## config.mk

```make
export PLATFORM = sky130hd
export DESIGN_NAME = seg7_scan_driver
export DESIGN_NICKNAME = d
export VERILOG_FILES = /design/src/rtl/seg7_pkg.sv /design/src/rtl/bcd_to_seg7.sv /design/src/rtl/seg7_scan_driver.sv
export SDC_FILE = /design/constraint.sdc
export NUM_CORES = 1
export LEC_CHECK = 0
export ABC_AREA = 1
export BUFFER_PORTS_ARGS = -buffer_cell sky130_fd_sc_hd__buf_2
export CAP_MARGIN = 20
export CORE_ASPECT_RATIO = 2
export CORE_MARGIN = 2
export CORE_UTILIZATION = 40
export CTS_CLUSTER_DIAMETER = 80
export DETAILED_ROUTE_END_ITERATION = 12
export PLACE_DENSITY = 0.58
export REMOVE_ABC_BUFFERS = 1
export SYNTH_ARGS = -nofsm -noshare
export SYNTH_HDL_FRONTEND = slang
export SYNTH_HIERARCHICAL = 1
export SYNTH_SLANG_ARGS = --single-unit
```

## constraint.sdc

```tcl
create_clock -name CLK -period 4.3 [get_ports CLK]
set_clock_uncertainty 0.2 [all_clocks]
set_input_delay 0.86 -clock CLK [delete_from_list [all_inputs] [get_ports CLK]]
set_output_delay 0.86 -clock CLK [all_outputs]
set_load 0.005 [all_outputs]
```

## src/rtl/seg7_pkg.sv

```systemverilog
// rtl/seg7_pkg.sv - segment patterns and BCD-to-segment decode for the scan driver
package seg7_pkg;

  // Active-low patterns, bit6..bit0 = g,f,e,d,c,b,a
  localparam logic [6:0] SEG_0     = 7'b1000000;
  localparam logic [6:0] SEG_1     = 7'b1111001;
  localparam logic [6:0] SEG_2     = 7'b0100100;
  localparam logic [6:0] SEG_3     = 7'b0110000;
  localparam logic [6:0] SEG_4     = 7'b0011001;
  localparam logic [6:0] SEG_5     = 7'b0010010;
  localparam logic [6:0] SEG_6     = 7'b0000010;
  localparam logic [6:0] SEG_7     = 7'b1111000;
  localparam logic [6:0] SEG_8     = 7'b0000000;
  localparam logic [6:0] SEG_9     = 7'b0010000;
  localparam logic [6:0] SEG_DASH  = 7'b0111111;
  localparam logic [6:0] SEG_BLANK = 7'h7F;

  function automatic logic [6:0] bcd_to_seg(input logic [3:0] bcd);
    logic [6:0] seg;
    case (bcd)
      4'd0:    seg = SEG_0;
      4'd1:    seg = SEG_1;
      4'd2:    seg = SEG_2;
      4'd3:    seg = SEG_3;
      4'd4:    seg = SEG_4;
      4'd5:    seg = SEG_5;
      4'd6:    seg = SEG_6;
      4'd7:    seg = SEG_7;
      4'd8:    seg = SEG_8;
      4'd9:    seg = SEG_9;
      default: seg = SEG_DASH;
    endcase
    return seg;
  endfunction

endpackage

```

## src/rtl/bcd_to_seg7.sv

```systemverilog
// rtl/bcd_to_seg7.sv - combinational 4-bit BCD to active-low 7-segment decoder
module bcd_to_seg7
  import seg7_pkg::*;
(
  input  logic [3:0] bcd_i,
  output logic [6:0] seg_o
);

  assign seg_o = bcd_to_seg(bcd_i);

endmodule

```

## src/rtl/seg7_scan_driver.sv

```systemverilog
// rtl/seg7_scan_driver.sv - multiplexed common-anode 7-segment scan driver with blanking gap
module seg7_scan_driver
  import seg7_pkg::*;
#(
  parameter int DIGITS   = 4,
  parameter int PRESCALE = 50000
) (
  input  logic                  CLK,
  input  logic                  RST,
  input  logic                  LOAD,
  input  logic [4*DIGITS-1:0]   BCD_IN,
  input  logic                  BLANK_LZ,
  output logic [6:0]            SEG,
  output logic [DIGITS-1:0]     AN,
  output logic                  DIGIT_TICK
);

  localparam int PW = $clog2(PRESCALE);
  localparam int IW = $clog2(DIGITS);
  localparam logic [PW-1:0] PTERM = PW'(PRESCALE - 1);
  localparam logic [IW-1:0] ILAST = IW'(DIGITS - 1);

  logic [PW-1:0]         pcnt_q, pcnt_d;
  logic [IW-1:0]         idx_q, idx_d;
  logic [4*DIGITS-1:0]   shadow_q, shadow_d;
  logic [6:0]            seg_q, seg_d;
  logic [DIGITS-1:0]     an_q, an_d;
  logic                  tick_q, tick_d;

  logic                  terminal;
  logic [3:0]            digit [DIGITS];
  logic [DIGITS-1:0]     lead_zero;
  logic                  all_zero;
  logic [3:0]            sel_digit;
  logic [6:0]            dec_seg;
  logic                  blank_sel;

  always_comb begin
    terminal = (pcnt_q == PTERM);
    pcnt_d   = terminal ? '0 : pcnt_q + 1'b1;
    idx_d    = idx_q;
    if (terminal) begin
      idx_d = (idx_q == ILAST) ? '0 : idx_q + 1'b1;
    end
    tick_d   = terminal;
    shadow_d = LOAD ? BCD_IN : shadow_q;
  end

  // lead_zero[k]: digit k and every digit above it are exactly zero
  always_comb begin
    all_zero  = 1'b1;
    lead_zero = '0;
    for (int k = DIGITS - 1; k >= 0; k--) begin
      digit[k]     = shadow_q[4*k +: 4];
      all_zero     = all_zero & (shadow_q[4*k +: 4] == 4'd0);
      lead_zero[k] = all_zero;
    end
  end

  // Outputs are registered, so they are computed from the next-cycle scan position
  assign sel_digit = digit[idx_d];
  assign blank_sel = BLANK_LZ && (idx_d != '0) && lead_zero[idx_d];

  bcd_to_seg7 u_dec (
    .bcd_i (sel_digit),
    .seg_o (dec_seg)
  );

  always_comb begin
    seg_d = blank_sel ? SEG_BLANK : dec_seg;
    an_d  = '1;
    if (!tick_d) begin
      an_d[idx_d] = 1'b0;
    end
  end

  always_ff @(posedge CLK) begin
    if (RST) begin
      pcnt_q   <= '0;
      idx_q    <= '0;
      shadow_q <= '0;
      seg_q    <= SEG_BLANK;
      an_q     <= '1;
      tick_q   <= 1'b0;
    end else begin
      pcnt_q   <= pcnt_d;
      idx_q    <= idx_d;
      shadow_q <= shadow_d;
      seg_q    <= seg_d;
      an_q     <= an_d;
      tick_q   <= tick_d;
    end
  end

  assign SEG        = seg_q;
  assign AN         = an_q;
  assign DIGIT_TICK = tick_q;

endmodule
```

==> results of run 1 <==
cells in the mapped netlist, drive strengths merged:
cell    instances  area share (%)
a211oi          1            0.33
a21oi          20             4.6
buf             3            0.89
clkbuf          3            0.50
dfxtp          46              41
ha              7             3.9
inv            47             7.9
nand2          68              13
nand3          22             5.8
nand3b          1            0.33
nand4           6             1.7
nor2           57              11
nor3            4             1.6
nor3b           2            0.89
o21ai          23             5.3
or3             1            0.28
xor2            3             1.2
per-layer routing:
metal,GRT usage [%],vias up,wire length [um]
li1,-,1051,-
met1,15.5,880,1790
met2,35.7,31,2930
met3,2.47,11,107
met4,8.64,0,167
met5,0,-,0
power by group:
group | internal [mW] | leakage [nW] | switching (mW)
clock network | 0.171 | 0.0579 | 0.148
registers | 0.446 | 0.378 | 0.00945
logic | 0.0326 | 0.717 | 0.0504
final timing paths:
path	start	to	cells after the start
max	pcnt_q[0]	SEG[3]	16
min	pcnt_q[0]	pcnt_q[0]	1
min reg2reg	pcnt_q[0]	pcnt_q[0]	1
max reg2reg	pcnt_q[0]	SEG[3]	16
registers in the layout, indices dropped and copies added (netlist names):
| register | cells |
|---|---|
| AN | 4 |
| DIGIT_TICK | 1 |
| SEG | 7 |
| idx_q | 2 |
| pcnt_q | 16 |
| shadow_q | 16 |
final cells by class:
type | count | area share (%)
timing repair buffer | 31 | 6.08
sequential | 46 | 36.1
clock buffer | 5 | 2.70
inverter | 47 | 6.92
tap | 60 | 2.94
clock inverter | 3 | 1.57
multi-input combinational | 215 | 43.7
per-stage QoR:
stage | worst slack, ps | hold slack [ps]
finish | 1520 | 260
global placement | 1460 | 252
floorplan | 1900 | 229
detailed placement | 1460 | 246
global route | 1160 | 319
CTS | 1440 | 266
critical path: stages (launching register included):
cell	delay [ps]
sky130_fd_sc_hd__dfxtp_1	370
sky130_fd_sc_hd__ha_1	220
sky130_fd_sc_hd__nand3_2	160
sky130_fd_sc_hd__nor2_4	170
sky130_fd_sc_hd__nand2_2	80
sky130_fd_sc_hd__nand2_2	60
sky130_fd_sc_hd__nand2_2	90
sky130_fd_sc_hd__nor2_2	260
sky130_fd_sc_hd__nand2_1	80
sky130_fd_sc_hd__nand4_1	200
sky130_fd_sc_hd__inv_1	130
sky130_fd_sc_hd__ha_1	300
sky130_fd_sc_hd__nand2_1	60
sky130_fd_sc_hd__nand3_1	90
sky130_fd_sc_hd__nand2_1	50
sky130_fd_sc_hd__inv_1	50
sky130_fd_sc_hd__nand3_1	60
cell families after synthesis:
family	after synthesis	synth area share, %
compound gates	44	10.3
xor+xnor	3	1.17
fa+ha+maj	7	3.91
buf+inv	53	9.26
flops	46	41.1
simple gates	161	34.3
==> impl_summary.md, run 1 <==
Run status
The run finished with clean final reports.

Place
Once placement completed, the tool counted placed cells totaling between 300 and 400. The area after detailed placement is 0.00244 mm^2. The count of port buffers added during placement is 31.

The final RePlAce weighted congestion is around 0.84. The HPWL reported at the end of detailed placement is around 4.0 mm.

Power and ir drop
The total power draw is roughly 0.86 mW. The worst ir drop on vdd is ~280 uV. The power density relative to cell area is about 340 mW/mm^2.

The leakage power of the design is between 1 and 1.5 nW.

Setup path
The critical path capture point type is a flip-flop. Of all nets on the critical path, the largest fanout is 5. The startpoint class of the critical path is a flip-flop. The setup check on the worst reg-to-reg path leaves a slack of ~1500 ps. For the worst setup path, the data arrival time is around 2800 ps. The worst setup path is of the reg2reg kind. STA puts the critical path data required time at around 4300 ps.

Finish
Once layout is done, the placed cells without fillers occupy roughly 0.0025 mm^2. In the layout the commonest cells are sky130_fd_sc_hd__nand2_1 (58), sky130_fd_sc_hd__nor2_1 (48), sky130_fd_sc_hd__dfxtp_1 (46). The most common cell after layout, fill and taps aside is sky130_fd_sc_hd__nand2_1. The number of standard cells in the final layout excluding fillers is between 400 and 500. After filler insertion, the fill cell instance count of the layout stands at 620. For this run, the post-layout net count is 373. The final antenna diode count is 0. The growth of design area from synthesis to finish is 13.7%. The post-layout utilization of the core is 47.0%.

The fraction of final layout cells sized beyond drive strength 1 is roughly a fifth. The multi-input combinational cells in the finished layout cover a total of around 0.0011 mm^2. The sequential cell area in the final layout is ~920 um^2.

Yosys
The register area share after synthesis is just over 40%. The synthesized netlist contains 31 unique library cells. The synthesized design contains 46 register bits. The mapped netlist covers 0.00224 mm^2. A synthesized cell averages just over 7 um^2.

For this run, the number of Yosys warnings is 6. After technology mapping, the gate count stands at between 300 and 400.

Flow run
The max-capacitance violation count is 0.

Routing
The total vias in the final route is around 2000. After detailed routing, the total wire length is between 4 and 5 mm. The DRC violation count after routing is 0. The post-detailed-route wirelength per cell is approximately 12 um. The pre-antenna-repair detailed-routing pass consisted of 4 iterations. The via density per instance is between 4 and 5. In this run, the number of DRC markers left after iteration 0 of detailed routing was 42. In this run the remaining antenna-violating nets after routing total 0.

Clock network
The latest clock arrival within the worst-skew pair is approximately 300 ps. Clock-pin slew was measured on the worst setup and hold paths at 80 ps. Hold repair after CTS inserted 0 buffers.

The clock net in this run drives a total of 46 sinks. The setup fix buffers added after clock tree synthesis is 0. The number of buffers on the longest clock path is 2. In this run the number of H-tree levels came out at 2. After clock tree synthesis, the repair step resized 0 gates. TritonCTS built the clock tree. In this run, CTS created clock tree buffers numbering 5. Clock tree synthesis selected as its root buffer the cell sky130_fd_sc_hd__clkbuf_8.

STA
The count of pins over their slew limit is 0. The final number of hold-violating endpoints came to 0. The remaining max-slew budget at the tightest pin is a little under three fifths.

The slew at the pin with the worst max-slew slack is roughly 640 ps. The final number of setup-violating endpoints is 0. The achievable frequency is 359 MHz. Setup repair after global routing left no endpoint under its margin. The clock period could shrink to around 2800 ps. The final clock period utilization by the worst path is about two thirds. The final setup TNS is 0 ps.

Floorplan
The number of placed I/O pins is 32. The total number of placement rows is 38. The effective utilization at floorplan is between 40 and 50%.

The die extent in y is 110 um. The total core area is between 0.005 and 0.006 mm^2. In this run the horizontal extent of the chip is around 57 um.

The die footprint is around 0.0063 mm^2.

Global route
The wire length of the first global-routing pass is about 8.4 mm. The maximum number of pins on one net before global-route repair is 26. The initial antenna violation count is 0.

The overall global routing resource usage is 17.4%. The global-route congestion overflow total is 0. The via count of the first global-routing pass is around 1900.

Hold path
The path class of the tightest hold or removal check is reg2reg.
No activity file was read; power rests on OpenSTA's default activity.
==> run 2: changes to the inputs <==
--- a/config.mk
+++ b/config.mk
@@ -5,7 +5,7 @@
 export SDC_FILE = /design/constraint.sdc
 export NUM_CORES = 1
 export LEC_CHECK = 0
-export ABC_AREA = 1
+export ABC_AREA = 0
 export BUFFER_PORTS_ARGS = -buffer_cell sky130_fd_sc_hd__buf_2
 export CAP_MARGIN = 20
 export CORE_ASPECT_RATIO = 2
@@ -13,7 +13,7 @@
 export CORE_UTILIZATION = 40
 export CTS_CLUSTER_DIAMETER = 80
 export DETAILED_ROUTE_END_ITERATION = 12
-export PLACE_DENSITY = 0.58
+export PLACE_DENSITY = 0.61
 export REMOVE_ABC_BUFFERS = 1
 export SYNTH_ARGS = -nofsm -noshare
 export SYNTH_HDL_FRONTEND = slang
==> constraint.sdc (replaced) <==
create_clock -name CLK -period 2.38 [get_ports CLK]
set_clock_uncertainty 0.2 [all_clocks]
set_input_delay 0.476 -clock CLK [delete_from_list [all_inputs] [get_ports CLK]]
set_output_delay 0.476 -clock CLK [all_outputs]
set_load 0.005 [all_outputs]
==> impl_summary.md, run 2 <==
Setup path
For the worst setup path, the data arrival time is between 2000 and 3000 ps. Counting both buffers and inverters, the worst setup path holds a total of 3. In this run the worst path has a maximum fanout of 11. The register-to-register path setup slack is -230 ps. On the worst path, the slowest cell contributes a delay of approximately 360 ps.

Among cell families on the critical path, the largest total delay comes from multiplexers. The worst setup path is launched from a flip-flop. The critical path capture point type is a flip-flop.

The startpoint-to-endpoint class of the critical path is reg2reg. Walking the worst path, the cells encountered are ha_4 > and3_4 > nand4_4 > mux2i_4 > buf_12 > buf_4 > mux2i_1 > mux2i_1 > buf_4 > mux2i_2 > a22oi_1 > nand2b_1. Among all stages on the critical path, the largest delay is contributed by sky130_fd_sc_hd__dfxtp_2.

The endpoint required time on the critical path is between 2000 and 2500 ps.

Routing
After detailed routing, the number of remaining DRC violations is 0. The via density per instance is about 5. The residual antenna-violating net count after detailed routing is 0. The total vias in the final route is approximately 1800. The first detailed-routing pass ran for 4 iterations. The initial DRC count is 22. For this block, the routed nets add up to between 4 and 5 mm of wire. The post-detailed-route wirelength per cell is about 14 um.

Yosys
The yosys synthesis warning count is 6. The commonest cells after synthesis are sky130_fd_sc_hd__dfxtp_1 (46), sky130_fd_sc_hd__nor2_1 (41), sky130_fd_sc_hd__mux2i_1 (29), sky130_fd_sc_hd__nand2_1 (8), sky130_fd_sc_hd__nand2b_1 (8). The netlist area before placement is 0.00215 mm^2. The share of flip-flops with an asynchronous set or reset is 0%. The synthesized netlist devotes roughly 5.6% of its cell area to compound gates. Of the total synthesized cell area, the portion taken by XOR and XNOR cells is approximately 5.3%. The synthesized design contains between 40 and 50 register bits.

After Yosys synthesis, and, or, nand and nor cells account for between 20% and 30% of the synthesized area. In the synthesized netlist, mux cells make up roughly 15% of the area. After synthesis, the cell types taking the most area are sky130_fd_sc_hd__dfxtp_1 (43%), sky130_fd_sc_hd__mux2i_1 (14%), sky130_fd_sc_hd__nor2_1 (7.2%), sky130_fd_sc_hd__ha_1 (4.1%), sky130_fd_sc_hd__xor2_1 (2.9%). The most instantiated flip-flop cell in the synthesis netlist is sky130_fd_sc_hd__dfxtp_1. The synthesized netlist contains 41 unique library cells. Yosys instantiated no cell more often than sky130_fd_sc_hd__dfxtp_1. By area, the combinational part of the netlist is dominated by simple AND/OR/NAND/NOR gates. The synthesized netlist devotes about 4.1% of its cell area to adder and majority cells.

In this run the mean area of a mapped cell was 9.68 um^2. The top-area cell type share of the netlist area is between 40% and 50%. The biggest area contributor in the post-synthesis netlist is sky130_fd_sc_hd__dfxtp_1.

The number of flops mapped to enable cells by yosys is 0. The register area share after synthesis is 42.9%. The gate count of the mapped netlist is ~220.

STA
In this run the tightest slew margin relative to its limit is a little over 60%. Adding up every negative setup slack in the final design gives -1370 ps. Derived from the worst setup path, the maximum achievable clock frequency is ~380 MHz. The final number of hold-violating endpoints is 0. The final number of setup-violating endpoints is 7.

In the post-route analysis, the smallest setup slack over all paths is -228 ps. The final clock period utilization by the worst path is 110%. The final hold slack is between 200 and 250 ps. The count of pins over their slew limit is 0. The final period demand of the worst path is 2610 ps. For the pin with the worst max-slew slack, the measured transition is between 500 and 600 ps. Setup repair after global routing could not meet its margin everywhere.

Finish
The final antenna diode count is 0. The growth of design area from synthesis to finish is 28.9%. In the layout the commonest cells are sky130_fd_sc_hd__dfxtp_1 (42), sky130_fd_sc_hd__nor2_1 (41), sky130_fd_sc_hd__buf_4 (37).

The area of all placed cells without fillers is ~0.0028 mm^2. The fraction of final layout cells sized beyond drive strength 1 is 34.9%. The finished layout holds 347 standard cells, fillers aside. The most common cell after layout, fill and taps aside is sky130_fd_sc_hd__dfxtp_1. The filler cells instantiated in the layout total slightly above 500. At the end of the flow the core is filled with cells to between 50 and 60%. The net count of the finished layout is roughly 320.

Place
The total placed cells including tap cells is approximately 330. The worst-case setup slack after placement is -314 ps. The HPWL reported at the end of detailed placement is roughly 3.7 mm. The count of port buffers added during placement is 31.

The area after detailed placement is 0.00258 mm^2. At the end of routability-driven placement, the weighted congestion stood at about 0.74.

Clock network
TritonCTS built the clock tree. The count of hold-fix buffers inserted at cts is 0. The longest clock path from root to sink contains 2 buffers. In this run the clock root is driven by a sky130_fd_sc_hd__clkbuf_8. The number of clock buffers inserted by TritonCTS is 5. Clock-pin slew was measured on the worst setup and hold paths at approximately 90 ps. The CTS sink count is 46. The number of H-tree branching levels is 2. The latest clock arrival within the worst-skew pair is ~300 ps.

Power and ir drop
In this run switching power makes up between 20 and 25% of total power. The worst-case IR drop observed on VDD is roughly 370 uV. Dividing total power by cell area gives a power density of roughly 540 mW/mm^2. For this design the total switching power over the nets is approximately 0.37 mW. The total power draw is ~1.5 mW. In this run, the clock network consumes a little under a third of the power.

The leakage power of the design is approximately 1.3 nW. The internal cell power is 1.12 mW. The sequential power share is 55.7%. The logic gate share of total power is a little over an eighth.

Global route
The maximum number of pins on one net before global-route repair is 18. In the global route stage, overall resource usage came out at 16.6%. Global routing finished with a remaining overflow of 0. The first global-routing pass estimated just under 8 mm of wire. The via count of the first global-routing pass is between 1500 and 2000. The initial antenna violation count came to 0.

Floorplan
After floorplanning, the core was sized to cover approximately 0.0052 mm^2. The die extent in y is 108 um. The effective utilization at floorplan is between 40% and 50%. The die footprint is 0.00601 mm^2.

The number of placed I/O pins is 32. Measured along the x axis, the die boundary spans roughly 56 um. The total number of placement rows is 37.

Run status
The final reports fail on negative setup slack. The flow ran to the end, but the final reports show violations.

Flow run
Across the run, the number of max-cap violations was 0.

Hold path
The kind of path behind the tightest hold check is in2reg.
==> run 2: cell count changes after synthesis, sizes merged, moves of 15 or more <==
| cell | before | now |
|---|---|---|
| nor2 | 57 | 41 |
| nand2 | 68 | 8 |
| inv | 47 | 6 |
| a21oi | 20 | 5 |
| nand3 | 22 | 7 |
| mux2i | 0 | 30 |
| o21ai | 23 | 2 |
==> run 2: routing by layer <==
layer / global-route usage, % / routed length (um)
met3: 2.76 / 89
met4: 6.63 / 125
met5: 0 / 0
met2: 34.9 / 2860
met1: 14.9 / 1690
==> run 2: kinds of logic (layout without fill, tap and decap cells) <==
family,after synthesis,count (layout)
mux,30,30
simple gates,93,93
compound gates,17,17
fa+ha+maj,7,7
xor+xnor,13,13
flops,46,46
buf+inv,16,83
==> run 2: timing repair <==
action / in CTS / in global routing
gates resized for setup: 11 / 7
pin swaps: 1 / 4
hold endpoints to repair: 0 / 0
setup buffers: 4 / 1
endpoints found under the setup margin: 7 / 7
==> run 2: worst reg2reg max path: stages, from the launching register on <==
cell                       delay [ps]
sky130_fd_sc_hd__dfxtp_2          360
sky130_fd_sc_hd__ha_4             130
sky130_fd_sc_hd__and3_4           200
sky130_fd_sc_hd__nand4_4          140
sky130_fd_sc_hd__mux2i_4          230
sky130_fd_sc_hd__buf_12           140
sky130_fd_sc_hd__buf_4            130
sky130_fd_sc_hd__mux2i_1          130
sky130_fd_sc_hd__mux2i_1          140
sky130_fd_sc_hd__buf_4            190
sky130_fd_sc_hd__mux2i_2          250
sky130_fd_sc_hd__a22oi_1           90
sky130_fd_sc_hd__nand2b_1         150
==> run 2: power by group through the flow <==
stage               registers, mW  logic, mW  clock network [mW]
global route                0.831      0.221               0.507
global placement            0.844      0.180                   0
detailed placement          0.844      0.182                   0
CTS                         0.827      0.193               0.480
floorplan                   0.842     0.0947                   0
finish                      0.828      0.195               0.463
==> run 2: cell type report <==
type                            count  area [um^2]  area share (%)
Timing Repair Buffer               69          453            16.4
Sequential cell                    46          926            33.4
Clock buffer                        6         72.6            2.62
Multi-Input combinational cell    160         1210            43.7
Inverter                            6         22.5           0.813
Clock inverter                      2         13.8           0.497
Tap cell                           58         72.6            2.62
==> run 2: worst paths after layout <==
| kind | cells after the start | to | startpoint |
|---|---|---|---|
| hold / removal | 3 | shadow_q[12] | BCD_IN[12] |
| setup reg to reg | 12 | SEG[3] | pcnt_q[0] |
| setup / recovery | 12 | SEG[3] | pcnt_q[0] |
| hold reg to reg | 2 | shadow_q[0] | shadow_q[0] |
